<file path="src/rtl/rv_pkg.sv">
// rv_pkg: shared constants, region codes and fetch FSM states for the RISC-V pipeline
package rv_pkg;
  localparam logic [31:0] RESET_PC = 32'h4000_0000;
  localparam logic [31:0] NOP_INST = 32'h0000_0013;
  typedef enum logic [1:0] {
    REGION_BIOS = 2'd0,
    REGION_IMEM = 2'd1,
    REGION_NONE = 2'd2
  } region_t;
  typedef enum logic [1:0] {
    BOOT  = 2'd0,
    RUN   = 2'd1,
    FAULT = 2'd2
  } fetch_state_t;
endpackage

</file>
<file path="src/rtl/pc_region_decode.sv">
// pc_region_decode: maps an address's top nibble to a memory region and flags word misalignment
module pc_region_decode
  import rv_pkg::*;
(
  input  logic [3:0] page,
  input  logic [1:0] offset,
  output region_t    region,
  output logic       misaligned
);
  always_comb begin
    region     = (page == 4'h4) ? REGION_BIOS :
                 (page == 4'h1 || page == 4'h3) ? REGION_IMEM : REGION_NONE;
    misaligned = |offset;
  end
endmodule

</file>
<file path="src/rtl/ifetch_stage.sv">
// ifetch_stage: owns the PC, drives BIOS/IMEM read ports and presents pc/instruction to decode
module ifetch_stage #(
  parameter logic [31:0] RESET_PC    = rv_pkg::RESET_PC,
  parameter int          BIOS_AWIDTH = 12,
  parameter int          IMEM_AWIDTH = 14,
  parameter logic [31:0] NOP_INST    = rv_pkg::NOP_INST
) (
  input  logic                   clk,
  input  logic                   rst,
  input  logic                   stall,
  input  logic                   redirect,
  input  logic [31:0]            redirect_pc,
  output logic [BIOS_AWIDTH-1:0] bios_addra,
  input  logic [31:0]            bios_douta,
  output logic [IMEM_AWIDTH-1:0] imem_addrb,
  input  logic [31:0]            imem_doutb,
  output logic [31:0]            pc_out,
  output logic [31:0]            inst_out,
  output logic                   inst_valid,
  output logic                   fetch_fault
);
  import rv_pkg::*;
  fetch_state_t state_q, state_d;
  region_t      src_q, region;
  logic [31:0]  pc_q, next_pc;
  logic         misaligned, bad_target;
  pc_region_decode u_dec (
    .page      (next_pc[31:28]),
    .offset    (next_pc[1:0]),
    .region    (region),
    .misaligned(misaligned)
  );
  // FAULT holds the faulting PC until a redirect arrives
  always_comb begin
    next_pc    = rst ? RESET_PC :
                 (state_q == BOOT) ? pc_q :
                 redirect ? redirect_pc :
                 (stall || state_q == FAULT) ? pc_q : pc_q + 32'd4;
    bad_target = (region == REGION_NONE) || misaligned;
    state_d    = (state_q == BOOT) ? RUN :
                 (state_q == RUN || redirect) ? (bad_target ? FAULT : RUN) : FAULT;
  end
  always_ff @(posedge clk) begin
    if (rst) state_q <= BOOT;
    else state_q <= state_d;
    pc_q  <= next_pc;
    src_q <= region;
  end
  always_comb begin
    bios_addra  = next_pc[BIOS_AWIDTH+1:2];
    imem_addrb  = next_pc[IMEM_AWIDTH+1:2];
    pc_out      = pc_q;
    inst_out    = (state_q == FAULT || src_q == REGION_NONE) ? NOP_INST :
                  (src_q == REGION_BIOS) ? bios_douta : imem_doutb;
    inst_valid  = (state_q == RUN) && (src_q != REGION_NONE) && !redirect;
    fetch_fault = (state_q == FAULT);
  end
endmodule

</file>
<file path="config.mk">
export PLATFORM = sky130hd
export DESIGN_NAME = ifetch_stage
export DESIGN_NICKNAME = d
export VERILOG_FILES = /design/src/rtl/rv_pkg.sv /design/src/rtl/pc_region_decode.sv /design/src/rtl/ifetch_stage.sv
export SDC_FILE = /design/constraint.sdc
export NUM_CORES = 1
export LEC_CHECK = 0
export CELL_PAD_IN_SITES_DETAIL_PLACEMENT = 0
export CELL_PAD_IN_SITES_GLOBAL_PLACEMENT = 1
export CORE_ASPECT_RATIO = 1.4
export CORE_MARGIN = 2
export CORE_UTILIZATION = 24
export DETAILED_ROUTE_END_ITERATION = 8
export GPL_TIMING_DRIVEN = 1
export PLACE_DENSITY_LB_ADDON = 0.1
export SYNTH_ARGS = -nofsm -noshare
export SYNTH_HDL_FRONTEND = slang
export SYNTH_SLANG_ARGS = --single-unit
</file>
<file path="constraint.sdc">
create_clock -name clk -period 2.75 [get_ports clk]
set_input_delay 0.4125 -clock clk [delete_from_list [all_inputs] [get_ports clk]]
set_output_delay 0.4125 -clock clk [all_outputs]
set_load 0.005 [all_outputs]
</file>
Yosys cells after proc, flatten, opt, wreduce, memory -nomap -nowiden
Cells that the tools add are included.

storage, ports and cells
  register bits = 36
  input port bits = 100
  output and inout port bits = 92
  logic and storage cells = 40

operators by class
  $add $sub $neg = 1
  equal/unequal tests = 9
  muxes and demuxes = 11
  bitwise gates (word level) = 1
  reductions and logical operators = 13

operators with widths
  cell                                                             number
  32-bit two-way mux                                               6
  32-bit by 3-bit adder with 32-bit output, second input constant  1
  2-bit two-way mux                                                4
  2-bit == test, second input constant                             3
  1-bit logical OR                                                 5
  4-bit by 1-bit == test with 1-bit output, second input constant  1
  4-bit by 2-bit == test with 1-bit output, second input constant  1
  4-bit by 3-bit == test with 1-bit output, second input constant  1
  2-bit zero test                                                  2
  2-bit != test, second input constant                             2
  2-bit OR reduction                                               2
  2-bit by 1-bit == test with 1-bit output, second input constant  1
  1-bit logical AND                                                2
  2-bit AND reduction                                              1
  1-bit zero test                                                  1
  1-bit two-way mux                                                1
  1-bit inverter                                                   1

Longest topological paths before layout
Gate-level depths: netlist of the first run.

  depth in word-level cells = 15
  gate-level depth with buffers = 11

By module
Synthesis of the first run repeated with hierarchy kept, for this count alone.

second synthesis, totals
  cell total of the unflattened synthesis = 404
  area, all modules = 2897.8 um2

by module, submodules not included
  module            instances  cells an instance  area each (um2)  seq. area each (um2)
  ifetch_stage      1          400                2860.2           720.7
  pc_region_decode  1          4                  37.5             0.0

Worst setup path before layout of the first run
OpenSTA, ideal clock, no wires.

  path type = reg-to-output
  start point = register state_q[0]
  end point = output bios_addra[9]
  arrival time = 1.947 ns
  slack = 0.390 ns
  cell stages (with the launch flop) = 12
  path buffers = 2
  cell sequence = dfxtp_1 > inv_2 > nand2_1 > inv_2 > buf_2 > nor3_1 > and3_1 > a21oi_1 > nor2_1 > nor2_1 > a211oi_1 > buf_4

on the way
  longest elaborated chain between the ends = 6
  elaborated cells between the ends (all ways) = 7
  classes of those cells = 1 x eq/ne; 4 x mux; 2 x reduce/logical

ends and longest elaborated chain
  item                      RTL line            RTL
  start: declaration        ifetch_stage.sv:23  fetch_state_t state_q, state_d;
  start signal: assignment  ifetch_stage.sv:45  else state_q <= state_d;
  2-bit == test             ifetch_stage.sv:38  (stall || state_q == FAULT) ? pc_q : pc_q + 32'd4;
  1-bit logical OR          ifetch_stage.sv:38
  32-bit two-way mux        ifetch_stage.sv:38
  32-bit two-way mux        ifetch_stage.sv:37  redirect ? redirect_pc :
  32-bit two-way mux *      ifetch_stage.sv:36  (state_q == BOOT) ? pc_q :
  32-bit two-way mux *      ifetch_stage.sv:35  next_pc = rst ? RESET_PC :
  end: declaration          ifetch_stage.sv:13  output logic [BIOS_AWIDTH-1:0] bios_addra,

Every way passes the cells marked *; elsewhere a longest branch is shown, timed or not. The select of a mux whose other input is x is not followed.

Worst setup path after layout of the first run
  start point = register state_q[0]
  end point = output imem_addrb[3]

on the way
  longest elaborated chain between the ends = 6
  elaborated cells between the ends (all ways) = 7
  classes of those cells = 1 x eq/ne; 4 x mux; 2 x reduce/logical

ends and longest elaborated chain
  item                  RTL line            RTL
  2-bit == test         ifetch_stage.sv:38
  1-bit logical OR      ifetch_stage.sv:38
  32-bit two-way mux    ifetch_stage.sv:38
  32-bit two-way mux    ifetch_stage.sv:37
  32-bit two-way mux *  ifetch_stage.sv:36
  32-bit two-way mux *  ifetch_stage.sv:35
  end: declaration      ifetch_stage.sv:15  output logic [IMEM_AWIDTH-1:0] imem_addrb,

Marked as above.

==> results.cfg, run 1 <==
[hold_path]
min_delay_path_depth = 2
hold_end = pc_out[0]$_DFF_P_
hp-start = pc_out[0]$_DFF_P_
hp-class = flop to flop

[finish]
fin_cells = 750
nFillCells = 1188
drive_gt1_share_pct = 19.40
final_util_pct = 46.11
final_area_um2 = 5423
syn_to_final_growth_pct = 89.18
n_antenna_cell = 0
nets = 703

[placed_design]
io_buffers = 191
placedCellCount = 737
dpl_cell_area_um2 = 5034
place_ws_ns = -0.2775
place.detailed.hpwl_um = 9834
place.gp.congestion = 0.8293

[clocking]
postCtsHoldBufs = 0
htree_levels = 2
cts_max_path_buffers = 2
cts_made_buffers = 5
clock_sinks = 36
cts_tree = done
cts.clk_slew.worst_paths_ns = 0.05
worstSkewPairLatency_ns = 0.29
cts-root-buf = clkbuf_16

[timing]
worstMarginPinSlew_ns = 0.4564
slew_headroom_pct = 68.78
rsz0062_at_grt = true
fin_hold_ws_ns = 0.4962
fin_ws_ns = 0.01905
fin_worst_skew_ns = 0.005728
slew_viol_final = 0
finalSetupViolCount = 0
finalHoldViolations = 0
max_freq_ghz = 0.3662
finalCriticalPeriod_ns = 2.731
setup_tns_ns = 0
period_share_pct = 99.31

[synth]
ys.flop_type = dfxtp_1
avgSynthCellArea_um2 = 7.166
synth_cells = 400
async_flop_share_pct = 0
synth_seq_cells = 36
ys_seq_area_share_pct = 25.14
yosys_warnings = 0
yosysTopAreaCell = dfxtp_1
yosys.cell_types.count = 59
synth_edf_count = 0
synth_nets = 501
yosys.area.top_type_share_pct = 25.14
synth.area.top_cells = dfxtp_1 25%, a22oi_1 8.9%, nor2_1 8.8%, buf_4 6.8%, nand2_1 4.6%
synth_area_um2 = 2866

[route]
drtPass1Iterations = 5
totalWireLength_um = 12790
vias_per_cell = 5.112
drtIter0Drc = 205
wl_per_cell_um = 17.06
post-route-drc-count = 0
drtAntennaViolNets = 0
vias = 3834

[power_and_ir_drop]
p_per_area_nw_per_um2 = 697.2
fin_total_pwr_mw = 3.781
power.leakage_nw = 2.199
ir_drop_mv = 0.3356

[outcome]
outcome = finished clean

[global_routing]
grt_max_degree = 33
antenna_found_initial = 0
grt_usage_pct = 19.14
first_global_vias = 3907
overflow = 0
grt_pass1_wl_um = 19350

[run]
maxCapViolations = 0

[floorplan]
core_um2 = 11760
die_h_um = 133.3
dieArea_um2 = 12850
ios = 192
start_util_pct = 24.37
row_count = 47
die_x_um = 96.37

[worst_setup_path]
r2r_cells = 8
r2r-end = state_q[1]$_SDFF_PP0_
critPathBufInv = 6
crit_fanout = 5
cp.required_ns = 2.34
startpoint_type = flop
rr_startpoint = pc_out[24]$_SDFFE_PP0P_
cp.arrival_ns = 2.32
path_cells = inv_2, nand2_2, inv_4, nor3_4, buf_6, nand3_1, buf_4, o21ai_0, a221oi_1, buf_4, clkdlybuf4s50_1
cpMostUsedCell = buf_4
cp_slowest_cell = clkdlybuf4s50_1
crit_path_end_kind = primary output
r2r_setup_slack_ns = 0.44
path_delay_family = buffers and inverters
max_stage_delay_ns = 0.49
critPathKind = flop to primary output
cells in the mapped netlist (all sizes together), types with 2 or more instances:
cell type   n
a211oi      7
a21o        2
a21oi      20
a221oi      5
a22oi      34
a2bb2oi     3
a311oi      3
a31oi       3
a41o        2
a41oi       3
and2        3
and3        4
buf        33
clkbuf     19
dfxtp      36
inv        11
mux2        2
mux2i       2
nand2      35
nand3      19
nand4       4
nor2       67
nor3       12
nor3b       2
nor4        5
nor4b       3
o21a        3
o21ai      25
o22ai       6
o31ai       4
or2         4
or3         4
xnor2       2
xor2        2
cell type report:
type                            instances  area [um^2]  share of cell area [%]
Clock buffer                            8        146.4                   2.700
Inverter                               11        43.79                  0.8076
Multi-Input combinational cell        300         1936                   35.69
Sequential cell                        36        738.2                   13.61
Tap cell                              147        183.9                   3.392
Timing Repair Buffer                  248         2375                   43.79
cells by family after synthesis:
kind of cell	count (synthesis)	synth area share [%]
buf+inv	64	13.09
xor+xnor	4	1.222
compound gates	126	30.86
simple gates	165	27.63
flops	36	25.14
mux	4	1.615
fa+ha+maj	1	0.4364
routing by layer:
metal / vias to the layer above / part of all wire [%] / routed length [um] / GRT usage (%)
met1: 1787 / 35 / 4486 / 19.73
met4: 0 / 2.6 / 336 / 7.355
met5: - / 0 / 0 / 0
met3: 22 / 11 / 1355 / 5.147
li1: 1847 / - / - / -
met2: 178 / 52 / 6616 / 35.61
worst reg2reg max path, cell delays in order (launching register included):
cell and delay (ns):
dfxtp_1 0.43, nand4_1 0.19, buf_4 0.19, nor3_1 0.22, and4_1 0.27, nand3_1 0.12, mux2_1 0.35, or2_1 0.24
a311oi_1 0.21
layout by cell type (no fill, tap or decap), drive strengths merged, types with 2 or more instances in the layout:
| cell type | count |
|---|---|
| a41o | 2 |
| xor2 | 2 |
| nand2 | 35 |
| buf | 57 |
| o21ai | 25 |
| dlymetal6s2s | 11 |
| or2 | 4 |
| nand3 | 19 |
| a31oi | 3 |
| clkbuf | 8 |
| xnor2 | 2 |
| and2 | 3 |
| dlygate4sd2 | 7 |
| a22oi | 34 |
| a311oi | 3 |
| nor4b | 3 |
| nand4 | 4 |
| a41oi | 3 |
| dfxtp | 36 |
| nor3 | 12 |
| mux2 | 2 |
| or3 | 4 |
| nor2 | 67 |
| o21a | 3 |
| a21o | 2 |
| and3 | 4 |
| inv | 11 |
| a2bb2oi | 3 |
| nor3b | 2 |
| clkdlybuf4s50 | 173 |
| o22ai | 6 |
| o31ai | 4 |
| a221oi | 5 |
| nor4 | 5 |
| a211oi | 7 |
| a21oi | 20 |
| mux2i | 2 |
registers in the layout, summed over array words and instances, names as in the netlist:
name     count
pc_out      32
src_q        2
state_q      2
where the power goes:
part           switching, mW  internal (mW)
logic                   1.04           1.30
clock network          0.230          0.362
registers              0.176          0.667
worst max-delay path by stage:
| stage | to | depth (start not counted) | slack [ns] | startpoint |
|---|---|---|---|---|
| 6_report | imem_addrb[3] | 11 | 0.02 | state_q[0]$_SDFF_PP0_ |
| 5_1_grt | imem_addrb[3] | 11 | -0.12 | state_q[0]$_SDFF_PP0_ |
| 4_1_cts | bios_addra[11] | 9 | -0.11 | pc_out[3]$_DFF_P_ |
| 3_5_place_dp | imem_addrb[6] | 7 | -0.28 | stall |
| 3_3_place_gp | bios_addra[6] | 7 | -0.24 | stall |
| 2_1_floorplan | bios_addra[9] | 11 | 0.39 | state_q[0]$_SDFF_PP0_ |
repair_timing:
item / CTS / global route
endpoints found under the setup margin: 26 / 25
resized for setup: 39 / 33
pin swaps: 9 / 13
buffers inserted: 2 / 3
(Power assumes the default switching activity.)
==> run 2: changes to the inputs <==
--- a/config.mk
+++ b/config.mk
@@ -10,8 +10,8 @@
 export CORE_ASPECT_RATIO = 1.4
 export CORE_MARGIN = 2
 export CORE_UTILIZATION = 24
+export CTS_CLUSTER_SIZE = 16
 export DETAILED_ROUTE_END_ITERATION = 8
-export GPL_TIMING_DRIVEN = 1
 export PLACE_DENSITY_LB_ADDON = 0.1
 export SYNTH_ARGS = -nofsm -noshare
 export SYNTH_HDL_FRONTEND = slang
==> results of run 2 <==
No change in the layout: final DEF, timing and power equal those of run 1.
==> run 3: changes to the inputs <==
--- a/config.mk
+++ b/config.mk
@@ -5,6 +5,7 @@
 export SDC_FILE = /design/constraint.sdc
 export NUM_CORES = 1
 export LEC_CHECK = 0
+export ABC_AREA = 1
 export CELL_PAD_IN_SITES_DETAIL_PLACEMENT = 0
 export CELL_PAD_IN_SITES_GLOBAL_PLACEMENT = 1
 export CORE_ASPECT_RATIO = 1.4
==> run 3 against run 2 <==
Net effect:
- maximum frequency is 0.36% higher
- synthesized area increased by 5.7%
- clock skew hardly changed
- sequential power up 12%
- critical path type unchanged
- critical endpoint is now imem_addrb[2]
- largest power group unchanged
==> results.cfg, run 3 <==
[outcome]
outcome = finished clean

[clocking]
htree_levels = 2
cts_made_buffers = 5
worstSkewPairLatency_ns = 0.29
cts_max_path_buffers = 2
cts-root-buf = clkbuf_16
clock_sinks = 36
cts_tree = done
cts.clk_slew.worst_paths_ns = 0.06

[worst_setup_path]
crit_path_end_kind = primary output
startpoint_type = flop
critPathKind = flop to primary output
cp.arrival_ns = 2.31
cp.required_ns = 2.34
crit_fanout = 4

[synth]
synth_common_cells = 128 x nand2_1, 60 x a21oi_1, 52 x nor2_1, 44 x inv_1, 36 x dfxtp_1
yosys.area.top_type_share_pct = 23.78
yosys_warnings = 0
yosysMostFrequentCell = nand2_1
ys.flop_type = dfxtp_1
yosys.cell_types.count = 40
async_flop_share_pct = 0
avgSynthCellArea_um2 = 6.073
synth_nets = 600
synth_seq_cells = 36
synth_edf_count = 0
yosysTopAreaCell = dfxtp_1
synth_area_um2 = 3030
synth.area.top_cells = dfxtp_1 24%, nand2_1 16%, a21oi_1 9.9%, buf_4 6.9%, nor2_1 6.4%
synth_cells = 499
ys_seq_area_share_pct = 23.78

[timing]
finalSetupViolCount = 0
fin_worst_skew_ns = 0.006031
finalCriticalPeriod_ns = 2.721
period_share_pct = 98.95
max_freq_ghz = 0.3675
finalHoldViolations = 0
slew_viol_final = 0
fin_ws_ns = 0.02875
worstMarginPinSlew_ns = 0.3591
rsz0062_at_grt = true
slew_headroom_pct = 76.03

[finish]
nFillCells = 1312
syn_to_final_growth_pct = 81.83
final_common_cell = clkdlybuf4s50_1
multi_input_area_um2 = 1944
fin_cells = 850
final_util_pct = 44.76
n_antenna_cell = 0
nets = 800
mostFrequentLayoutCells = 181 x clkdlybuf4s50_1, 126 x nand2_1, 59 x a21oi_1, 49 x nor2_1, 46 x buf_4
final_area_um2 = 5510
seqCellArea_um2 = 729.5
largest_reg_flops = 32
drive_gt1_share_pct = 15.86

[floorplan]
die_x_um = 98.97
dieArea_um2 = 13550
start_util_pct = 24.61
core_um2 = 12310
die_h_um = 137.0
row_count = 48
ios = 192

[power_and_ir_drop]
fin_total_pwr_mw = 4.473
ir_drop_mv = 0.4620
power.leakage_nw = 2.223
p_per_area_nw_per_um2 = 811.7

[global_routing]
grt_max_degree = 33
grt_usage_pct = 18.51
antenna_found_initial = 0
overflow = 0
grt_pass1_wl_um = 20040
first_global_vias = 3995

[placed_design]
dpl_cell_area_um2 = 5155
place.detailed.hpwl_um = 10420
io_buffers = 191
place.gp.congestion = 0.8593
placedCellCount = 835
place_ws_ns = -0.2838

[run]
maxCapViolations = 0

[route]
wl_per_cell_um = 15.52
vias_per_cell = 4.753
drtPass1Iterations = 4
drtAntennaViolNets = 0
vias = 4040
totalWireLength_um = 13200
post-route-drc-count = 0
drtIter0Drc = 148

[hold_path]
hp-class = flop to flop
## run 3: cell type report
class,count,area share (%)
Sequential cell,36,13.24
Clock inverter,1,0.5450
Tap cell,150,3.406
Inverter,47,3.338
Timing Repair inverter,1,0.1362
Timing Repair Buffer,238,41.28
Clock buffer,7,2.770
Multi-Input combinational cell,370,35.29
## run 3: layer usage
layer  track usage, %  vias to the layer above  routed length (um)
met5                0                        -                   0
li1                 -                     2019                   -
met1            19.58                     1845                5055
met3            3.371                       13                 975
met2            36.19                      163                6937
met4            6.240                        0                 227
## run 3: path summary, 6_finish.rpt
| path | from | to | slack [ns] | depth (start not counted) |
|---|---|---|---|---|
| worst min register to register | pc_out[0]$_DFF_P_ | pc_out[0]$_DFF_P_ | 0.56 | 2 |
| worst max-delay path | state_q[0]$_SDFF_PP0_ | imem_addrb[2] | 0.03 | 9 |
| worst min-delay path | pc_out[0]$_DFF_P_ | pc_out[0]$_DFF_P_ | 0.56 | 2 |
| worst max register to register | pc_out[14]$_DFF_P_ | state_q[1]$_SDFF_PP0_ | 0.67 | 16 |
## run 3: where the power goes
part | internal (mW) | switching, mW
clock | 0.478 | 0.239
combinational | 1.49 | 1.32
sequential | 0.704 | 0.238
total | 2.68 | 1.80
## run 3: logic make-up after synthesis
logic type	after synthesis	synth area share, %
adders and majority gates	1	0.4128
xor gates and xnor gates	6	1.734
and+or+nand+nor	256	37.78
AOI/OAI and AO/OA	107	21.06
DFF	36	23.78
buffers and inverters	93	15.24
## run 3: what timing repair did
item,4_1_cts,5_1_grt
cloned,0,1
buffers inserted,1,5
hold buffers,0,0
gates resized for setup,22,18
pin swaps,1,8
setup endpoints to repair,24,20
## run 3: worst max-delay path, cell delays in order (launching register included)
cell             delay [ns]
dfxtp_4                0.36
inv_2                  0.06
a21oi_4                0.21
buf_4                  0.15
buf_4                  0.10
nand2_1                0.07
xor2_1                 0.15
a311oi_1               0.27
buf_4                  0.16
clkdlybuf4s50_1        0.49
## run 3: through the flow
stage,hold slack [ns],TNS (ns)
finish,0.5602,0
global route,0.5814,-0.2620
CTS,0.5607,0
detailed placement,0.5509,-2.573
global placement,0.5499,-2.332
floorplan,0.5201,0
